## src/rtl/iw_pkg.sv

```systemverilog
// Shared types for the instruction-wait queue: exception field widths,
// per-slot status record and the pointer-width helper.
package iw_pkg;

    localparam int ECODE_W = 6;
    localparam int ESUB_W  = 9;

    // Status half of a queue slot; pc and inst are stored alongside it
    // in the slot RAM so their widths can follow the top-level parameters.
    typedef struct packed {
        logic               filled;
        logic               req_pending;
        logic               exc;
        logic [ECODE_W-1:0] ecode;
        logic [ESUB_W-1:0]  esubcode;
    } iw_slot_t;

    function automatic int iw_ptr_w(input int depth);
        return (depth > 2) ? $clog2(depth) : 1;
    endfunction

endpackage

```

## src/rtl/iw_slot_ram.sv

```systemverilog
// DEPTH-entry slot storage: push write port at the tail, fill write port
// for returning responses, asynchronous read of the head slot.
module iw_slot_ram
    import iw_pkg::*;
#(
    parameter int DEPTH  = 4,
    parameter int DATA_W = 32,
    parameter int PC_W   = 32,
    localparam int PW    = iw_ptr_w(DEPTH)
) (
    input  logic              clk,
    input  logic              rst_n,
    input  logic              push_en,
    input  logic [PW-1:0]     push_idx,
    input  logic [PC_W-1:0]   push_pc,
    input  logic [DATA_W-1:0] push_inst,
    input  iw_slot_t          push_slot,
    input  logic              fill_en,
    input  logic [PW-1:0]     fill_idx,
    input  logic [DATA_W-1:0] fill_inst,
    input  logic [PW-1:0]     head_idx,
    output logic [PC_W-1:0]   head_pc,
    output logic [DATA_W-1:0] head_inst,
    output iw_slot_t          head_slot,
    output logic [DEPTH-1:0]  pend_vec
);

    logic [PC_W-1:0]   pc_q   [DEPTH];
    logic [DATA_W-1:0] inst_q [DEPTH];
    iw_slot_t          slot_q [DEPTH];

    // Push writes a whole slot; fill retires the request and keeps data already present.
    always_ff @(posedge clk or negedge rst_n) begin
        if (!rst_n) begin
            for (int i = 0; i < DEPTH; i++) begin
                pc_q[i]   <= '0;
                inst_q[i] <= '0;
                slot_q[i] <= '0;
            end
        end else begin
            if (push_en) begin
                pc_q[push_idx]   <= push_pc;
                inst_q[push_idx] <= push_inst;
                slot_q[push_idx] <= push_slot;
            end
            if (fill_en) begin
                slot_q[fill_idx].req_pending <= 1'b0;
                if (!slot_q[fill_idx].filled) begin
                    inst_q[fill_idx]        <= fill_inst;
                    slot_q[fill_idx].filled <= 1'b1;
                end
            end
        end
    end

    // Expose the outstanding-request flag of every slot for the fill scan.
    always_comb begin
        pend_vec = '0;
        for (int i = 0; i < DEPTH; i++) begin
            pend_vec[i] = slot_q[i].req_pending;
        end
    end

    assign head_pc   = pc_q[head_idx];
    assign head_inst = inst_q[head_idx];
    assign head_slot = slot_q[head_idx];

endmodule

```

## src/rtl/iw_queue.sv

```systemverilog
// Instruction-wait queue between IF and ID: DEPTH in-order slots, multiple
// outstanding in-order instruction responses, flush with late-response
// discard counter. Optional macro IW_QUEUE_BYPASS_EN forwards a response
// aimed at the head slot to the output in the same cycle.
module iw_queue
    import iw_pkg::*;
#(
    parameter int DEPTH  = 4,
    parameter int DATA_W = 32,
    parameter int PC_W   = 32
) (
    input  logic                   clk,
    input  logic                   resetn,
    input  logic                   br_flush,
    input  logic                   ex_flush,
    input  logic                   ertn_flush,
    input  logic                   in_valid,
    output logic                   in_ready,
    input  logic [PC_W-1:0]        in_pc,
    input  logic                   in_req_sent,
    input  logic                   in_inst_valid,
    input  logic [DATA_W-1:0]      in_inst,
    input  logic                   in_has_exception,
    input  logic [5:0]             in_ecode,
    input  logic [8:0]             in_esubcode,
    input  logic                   data_ok,
    input  logic [DATA_W-1:0]      rdata,
    output logic [$clog2(DEPTH):0] req_credit,
    output logic                   out_valid,
    input  logic                   out_ready,
    output logic [PC_W-1:0]        out_pc,
    output logic [DATA_W-1:0]      out_inst,
    output logic                   out_has_exception,
    output logic [5:0]             out_ecode,
    output logic [8:0]             out_esubcode
);

    localparam int PW = iw_ptr_w(DEPTH);
    localparam int CW = $clog2(DEPTH) + 1;

    logic              flush, push, pop, not_empty;
    logic [PW-1:0]     head_q, head_d, tail_q, tail_d, fill_ptr, scan_idx;
    logic [CW-1:0]     count_q, count_d, disc_q, disc_d, pend_cnt;
    logic              fill_found, resp_to_slot, resp_to_head, bypass;
    logic              fill_en, pop_orphan;
    logic [DEPTH-1:0]  pend_vec, live_vec;
    logic [PC_W-1:0]   head_pc;
    logic [DATA_W-1:0] head_inst;
    iw_slot_t          head_slot, push_slot;

    iw_slot_ram #(.DEPTH(DEPTH), .DATA_W(DATA_W), .PC_W(PC_W)) u_ram (
        .clk       (clk),
        .rst_n     (resetn),
        .push_en   (push),
        .push_idx  (tail_q),
        .push_pc   (in_pc),
        .push_inst (in_inst),
        .push_slot (push_slot),
        .fill_en   (fill_en),
        .fill_idx  (fill_ptr),
        .fill_inst (rdata),
        .head_idx  (head_q),
        .head_pc   (head_pc),
        .head_inst (head_inst),
        .head_slot (head_slot),
        .pend_vec  (pend_vec)
    );

    // Build the incoming slot; a request sent alongside valid data still owns a response.
    always_comb begin
        push_slot             = '0;
        push_slot.filled      = in_inst_valid || in_has_exception;
        push_slot.req_pending = in_req_sent;
        push_slot.exc         = in_has_exception;
        push_slot.ecode       = in_ecode;
        push_slot.esubcode    = in_esubcode;
    end

    // Mark live slots and count the live ones still waiting for a response.
    always_comb begin
        live_vec = '0;
        pend_cnt = '0;
        for (int i = 0; i < DEPTH; i++) begin
            live_vec[i] = {1'b0, PW'(i) - head_q} < count_q;
            pend_cnt    = pend_cnt + CW'(live_vec[i] & pend_vec[i]);
        end
    end

    // Oldest live pending slot, scanned from head; lowest offset wins.
    always_comb begin
        fill_ptr   = head_q;
        fill_found = 1'b0;
        scan_idx   = head_q;
        for (int k = DEPTH - 1; k >= 0; k--) begin
            scan_idx = head_q + PW'(k);
            if (live_vec[scan_idx] && pend_vec[scan_idx]) begin
                fill_ptr   = scan_idx;
                fill_found = 1'b1;
            end
        end
    end

    assign flush        = br_flush || ex_flush || ertn_flush;
    assign not_empty    = (count_q != '0);
    assign resp_to_slot = data_ok && (disc_q == '0) && fill_found;
    assign resp_to_head = resp_to_slot && (fill_ptr == head_q);

`ifdef IW_QUEUE_BYPASS_EN
    assign bypass = not_empty && !head_slot.filled && head_slot.req_pending && resp_to_head;
`else
    assign bypass = 1'b0;
`endif

    assign out_valid  = not_empty && !flush && (head_slot.filled || bypass);
    assign pop        = out_valid && out_ready;
    assign in_ready   = resetn && !flush && (count_q < CW'(DEPTH));
    assign push       = in_valid && in_ready;
    // A bypassed head that pops this cycle needs no write-back.
    assign fill_en    = resp_to_slot && !flush && !(bypass && pop);
    // Popping a slot whose response is still in flight hands that response to the discard counter.
    assign pop_orphan = pop && head_slot.req_pending && !resp_to_head;
    assign req_credit = CW'(DEPTH) - disc_q - pend_cnt;

    assign out_pc            = not_empty ? head_pc : '0;
    assign out_inst          = bypass ? rdata : (not_empty ? head_inst : '0);
    assign out_has_exception = not_empty && head_slot.exc;
    assign out_ecode         = not_empty ? head_slot.ecode : '0;
    assign out_esubcode      = not_empty ? head_slot.esubcode : '0;

    // Pointer, occupancy and discard-counter next state.
    always_comb begin
        head_d  = head_q;
        tail_d  = tail_q;
        count_d = count_q;
        disc_d  = disc_q;
        if (flush) begin
            head_d  = tail_q;
            count_d = '0;
            if (data_ok && ((disc_q + pend_cnt) != '0)) begin
                disc_d = disc_q + pend_cnt - CW'(1);
            end else begin
                disc_d = disc_q + pend_cnt;
            end
        end else begin
            if (push) begin
                tail_d = tail_q + PW'(1);
            end
            if (pop) begin
                head_d = head_q + PW'(1);
            end
            count_d = count_q + CW'(push) - CW'(pop);
            disc_d  = disc_q - CW'(data_ok && (disc_q != '0)) + CW'(pop_orphan);
        end
    end

    // Control state registers.
    always_ff @(posedge clk or negedge resetn) begin
        if (!resetn) begin
            head_q  <= '0;
            tail_q  <= '0;
            count_q <= '0;
            disc_q  <= '0;
        end else begin
            head_q  <= head_d;
            tail_q  <= tail_d;
            count_q <= count_d;
            disc_q  <= disc_d;
        end
    end

endmodule

```

## config.mk

```make
export PLATFORM = sky130hd
export DESIGN_NAME = iw_queue
export DESIGN_NICKNAME = d
export VERILOG_FILES = /design/src/rtl/iw_pkg.sv /design/src/rtl/iw_slot_ram.sv /design/src/rtl/iw_queue.sv
export SDC_FILE = /design/constraint.sdc
export NUM_CORES = 1
export LEC_CHECK = 0
export CAP_MARGIN = 0
export CORE_MARGIN = 10
export CORE_UTILIZATION = 50
export DETAILED_ROUTE_END_ITERATION = 8
export PLACE_DENSITY = 0.78
export SLEW_MARGIN = 20
export SYNTH_ARGS = -nofsm -noshare
export SYNTH_HDL_FRONTEND = slang
export SYNTH_SLANG_ARGS = --single-unit
export TNS_END_PERCENT = 10
```

## constraint.sdc

```tcl
create_clock -name clk -period 6.9 [get_ports clk]
set_input_delay 1.725 -clock clk [delete_from_list [all_inputs] [get_ports clk]]
set_output_delay 1.725 -clock clk [all_outputs]
set_load 0.05 [all_outputs]
```

==> metrics <==
Final Hold Vio Count 0; CP Launch Type flop; Final HPWL DP 26,620 um; max-slew violations 0; endpoints failing setup 0; max-cap violations 0; Post-synth EDFFs 0; most frequent cell after synthesis mux2_2; end point of the critical path req_credit[1]; Synth warnings 0; fin nets 1,550; GR Util All Layers 0.1926; Vias per Instance 5.714; Least-Margin Pin Slew 1137 ps; reg2reg end u_ram.inst_q[53]; initial antenna violation count 3; Critical Path Max Stage Delay 800 ps; synth top area cells dfrtp_1 (47%), mux2_2 (25%), mux4_2 (10%); Final Cell Area 21,590 sq um; Die Ht 208.8 um; CTS H-tree depth 2; CORE AREA 35,400 sq um; clk slew on worst S/H paths 60 ps; Crit Path Class reg -> out; Area Growth Syn to Fin 21.13%; CTS Hold Bufs 0; list of most frequent post-synthesis cells mux2_2 (390), dfrtp_1 (338), nor2b_1 (84), mux4_2 (82), mux2_4 (58); post-cts resize count 0; row count 69; setup TNS 0 ps; Synth Register Bits 338; # DRC 0; post-DR wirelength/cell 22.48 um; Placer Congestion 0.8752; CTS buffer count 39; Levels on crit path 13; Worst EP required 5180 ps; Worst Hold Class reg -> reg; Routed WL 42,610 um; clk sink count 338; total power 7.367 mW; crit-path max FO 19; share of cells above drive strength 1 0.4431; Initial DRT Pass Iterations 5; vias 10.83k; Mean Syn Cell Area 14.64 sq um; Synth top area share 0.4745; postcts setup bufs 0; number of library cell types mapped by synthesis 51; leakage power 9.866 nW; Power Dens Cells 341.2 nW/um^2; worst vdd ir 0.2243 mV; Arrival @ worst endpoint 4580 ps; share of synthesized flip-flops with an asynchronous set or reset 1.000; Detail Route Antenna Nets 0; min Tclk post-route 6303 ps; vias in the first global route 11.92k; Reg2Reg Depth 9; crit-path cells xnor2_1 > inv_1 > ha_1 > a21oi_1 > o21ai_0 > fa_1 > inv_1 > ha_1 > ha_1 > ha_1 > inv_1 > ha_1 > clkdlybuf4s50_1; Port Buffer Count 206; clk_skew 11.48 ps; I/O Pins 207; Fill cells 2,702; starting density of the core 0.5036; global route overflow 0; area leader, netlist dfrtp_1; dpl cell area 20,280 sq um; Seq/Total Area, Yosys 0.4745; CTS root buffer clkbuf_16; CP Launch Point head_q[0]; die span in x 208.8 um; status complete, no violations; Post-Syn Area 17,830 sq um; critical path capture point type output pin; CTS tree built; Buf/Inv on CP 4; Worst-Skew Late Latency 530 ps; delay-heaviest family, CP adder cells; Slowest cell on crit path clkdlybuf4s50_1; post-synthesis cell count 1,218; DR iter-0 viols 538; largest net degree at the start of global routing 185; first-pass GRT wire length 67,940 um; Peak Freq 0.1587 GHz; R2R Setup Slk 2110 ps; net count after synthesis 1,365; RR Startpoint head_q[1]; Max clock buf depth 3; unrepaired setup endpoints after global routing no; ys flop type dfrtp_1; most used cell, CP ha_1; Slew HR 0.2418; die area 43,610 sq um; Final period util 0.9134
## metal layers
layer / vias to the layer above / routed length (um) / GRT usage
li1: 4865 / - / -
met1: 5656 / 18190 / 0.2440
met2: 250 / 21240 / 0.3276
met3: 53 / 2516 / 0.04787
met4: 4 / 627 / 0.03994
met5: - / 27 / 0
## final cells by class
type,instances,area [sq um],share of cell area
multi-input combinational,776,8937,0.4139
sequential,338,8466,0.3921
timing repair buffer,228,2255,0.1044
clock buffer,53,1119,0.05180
tap,461,576.8,0.02671
clock inverter,18,162.7,0.007533
inverter,20,75.07,0.003477
antenna,1,2.502,0.0001159
## report_power, final
part / leakage, nW / switching [mW] / internal (mW)
combinational: 4.80 / 0.933 / 1.49
clock: 0.633 / 0.832 / 1.22
sequential: 4.43 / 0.322 / 2.57
total: 9.87 / 2.09 / 5.28
## registers in the layout, indices dropped and copies added, names as in the netlist
| signal | cells |
|---|---|
| u_ram.inst_q | 128 |
| u_ram.pc_q | 128 |
| u_ram.slot_q | 68 |
| u_ram.pend_vec | 4 |
| count_q | 3 |
| disc_q | 3 |
| head_q | 2 |
| tail_q | 2 |
## cell usage in the layout (no fill, tap or decap), types with 12 or more instances in the layout
| master | Yosys | layout |
|---|---|---|
| mux2_2 | 390 | 390 |
| dfrtp_1 | 338 | 336 |
| clkdlybuf4s50_1 | 0 | 204 |
| nor2b_1 | 84 | 84 |
| mux4_2 | 82 | 82 |
| mux2_4 | 58 | 58 |
| clkbuf_16 | 0 | 39 |
| ha_1 | 21 | 21 |
| buf_4 | 0 | 21 |
| inv_1 | 19 | 19 |
| nand2_1 | 22 | 18 |
| o21ai_0 | 12 | 12 |
| xnor2_1 | 12 | 12 |
## stage by stage
step,instances,setup slack [ps],utilization,hold slack (ps)
floorplan,1218,287.5,-,473.9
global route,1894,431.3,0.6100,508.6
detailed placement,1822,1096,0.5730,486.8
CTS,1893,569.1,0.6092,500.0
global placement,1822,1062,0.5730,481.6
finish,1895,597.4,0.6100,499.9
## cell families (layout without fill, tap and decap cells)
family,count (synthesis),after routing,share of synthesized area
multiplexers,535,535,0.4016
flip-flops,338,338,0.4745
AND/OR/NAND/NOR,150,150,0.04850
buffers and inverters,104,319,0.02667
AO/OA/AOI/OAI,53,53,0.02316
adder cells (fa/ha/maj),25,25,0.01923
XOR/XNOR,13,13,0.006387
other,0,1,0
## worst min path at each step
stage | start | to | slack (ps) | cells past startpoint
after floorplan | u_ram.pc_q[32] | u_ram.pc_q[32] | 470 | 1
after global placement | u_ram.pc_q[4] | u_ram.pc_q[4] | 480 | 1
after detailed placement | u_ram.slot_q[19] | u_ram.slot_q[19] | 490 | 1
after CTS | u_ram.slot_q[20] | u_ram.slot_q[20] | 500 | 1
after global routing | u_ram.pc_q[39] | u_ram.pc_q[39] | 510 | 1
final | u_ram.pc_q[55] | u_ram.pc_q[55] | 500 | 1
## worst reg2reg max path, delay by kind of cell, from the launching register on
family	cells	cell delay (ps)
AO/OA/AOI/OAI	3	1530
AND/OR/NAND/NOR	1	200
buffers and inverters	3	1690
multiplexers	2	820
flip-flops	1	420
No activity file was read; power rests on OpenSTA's default activity.
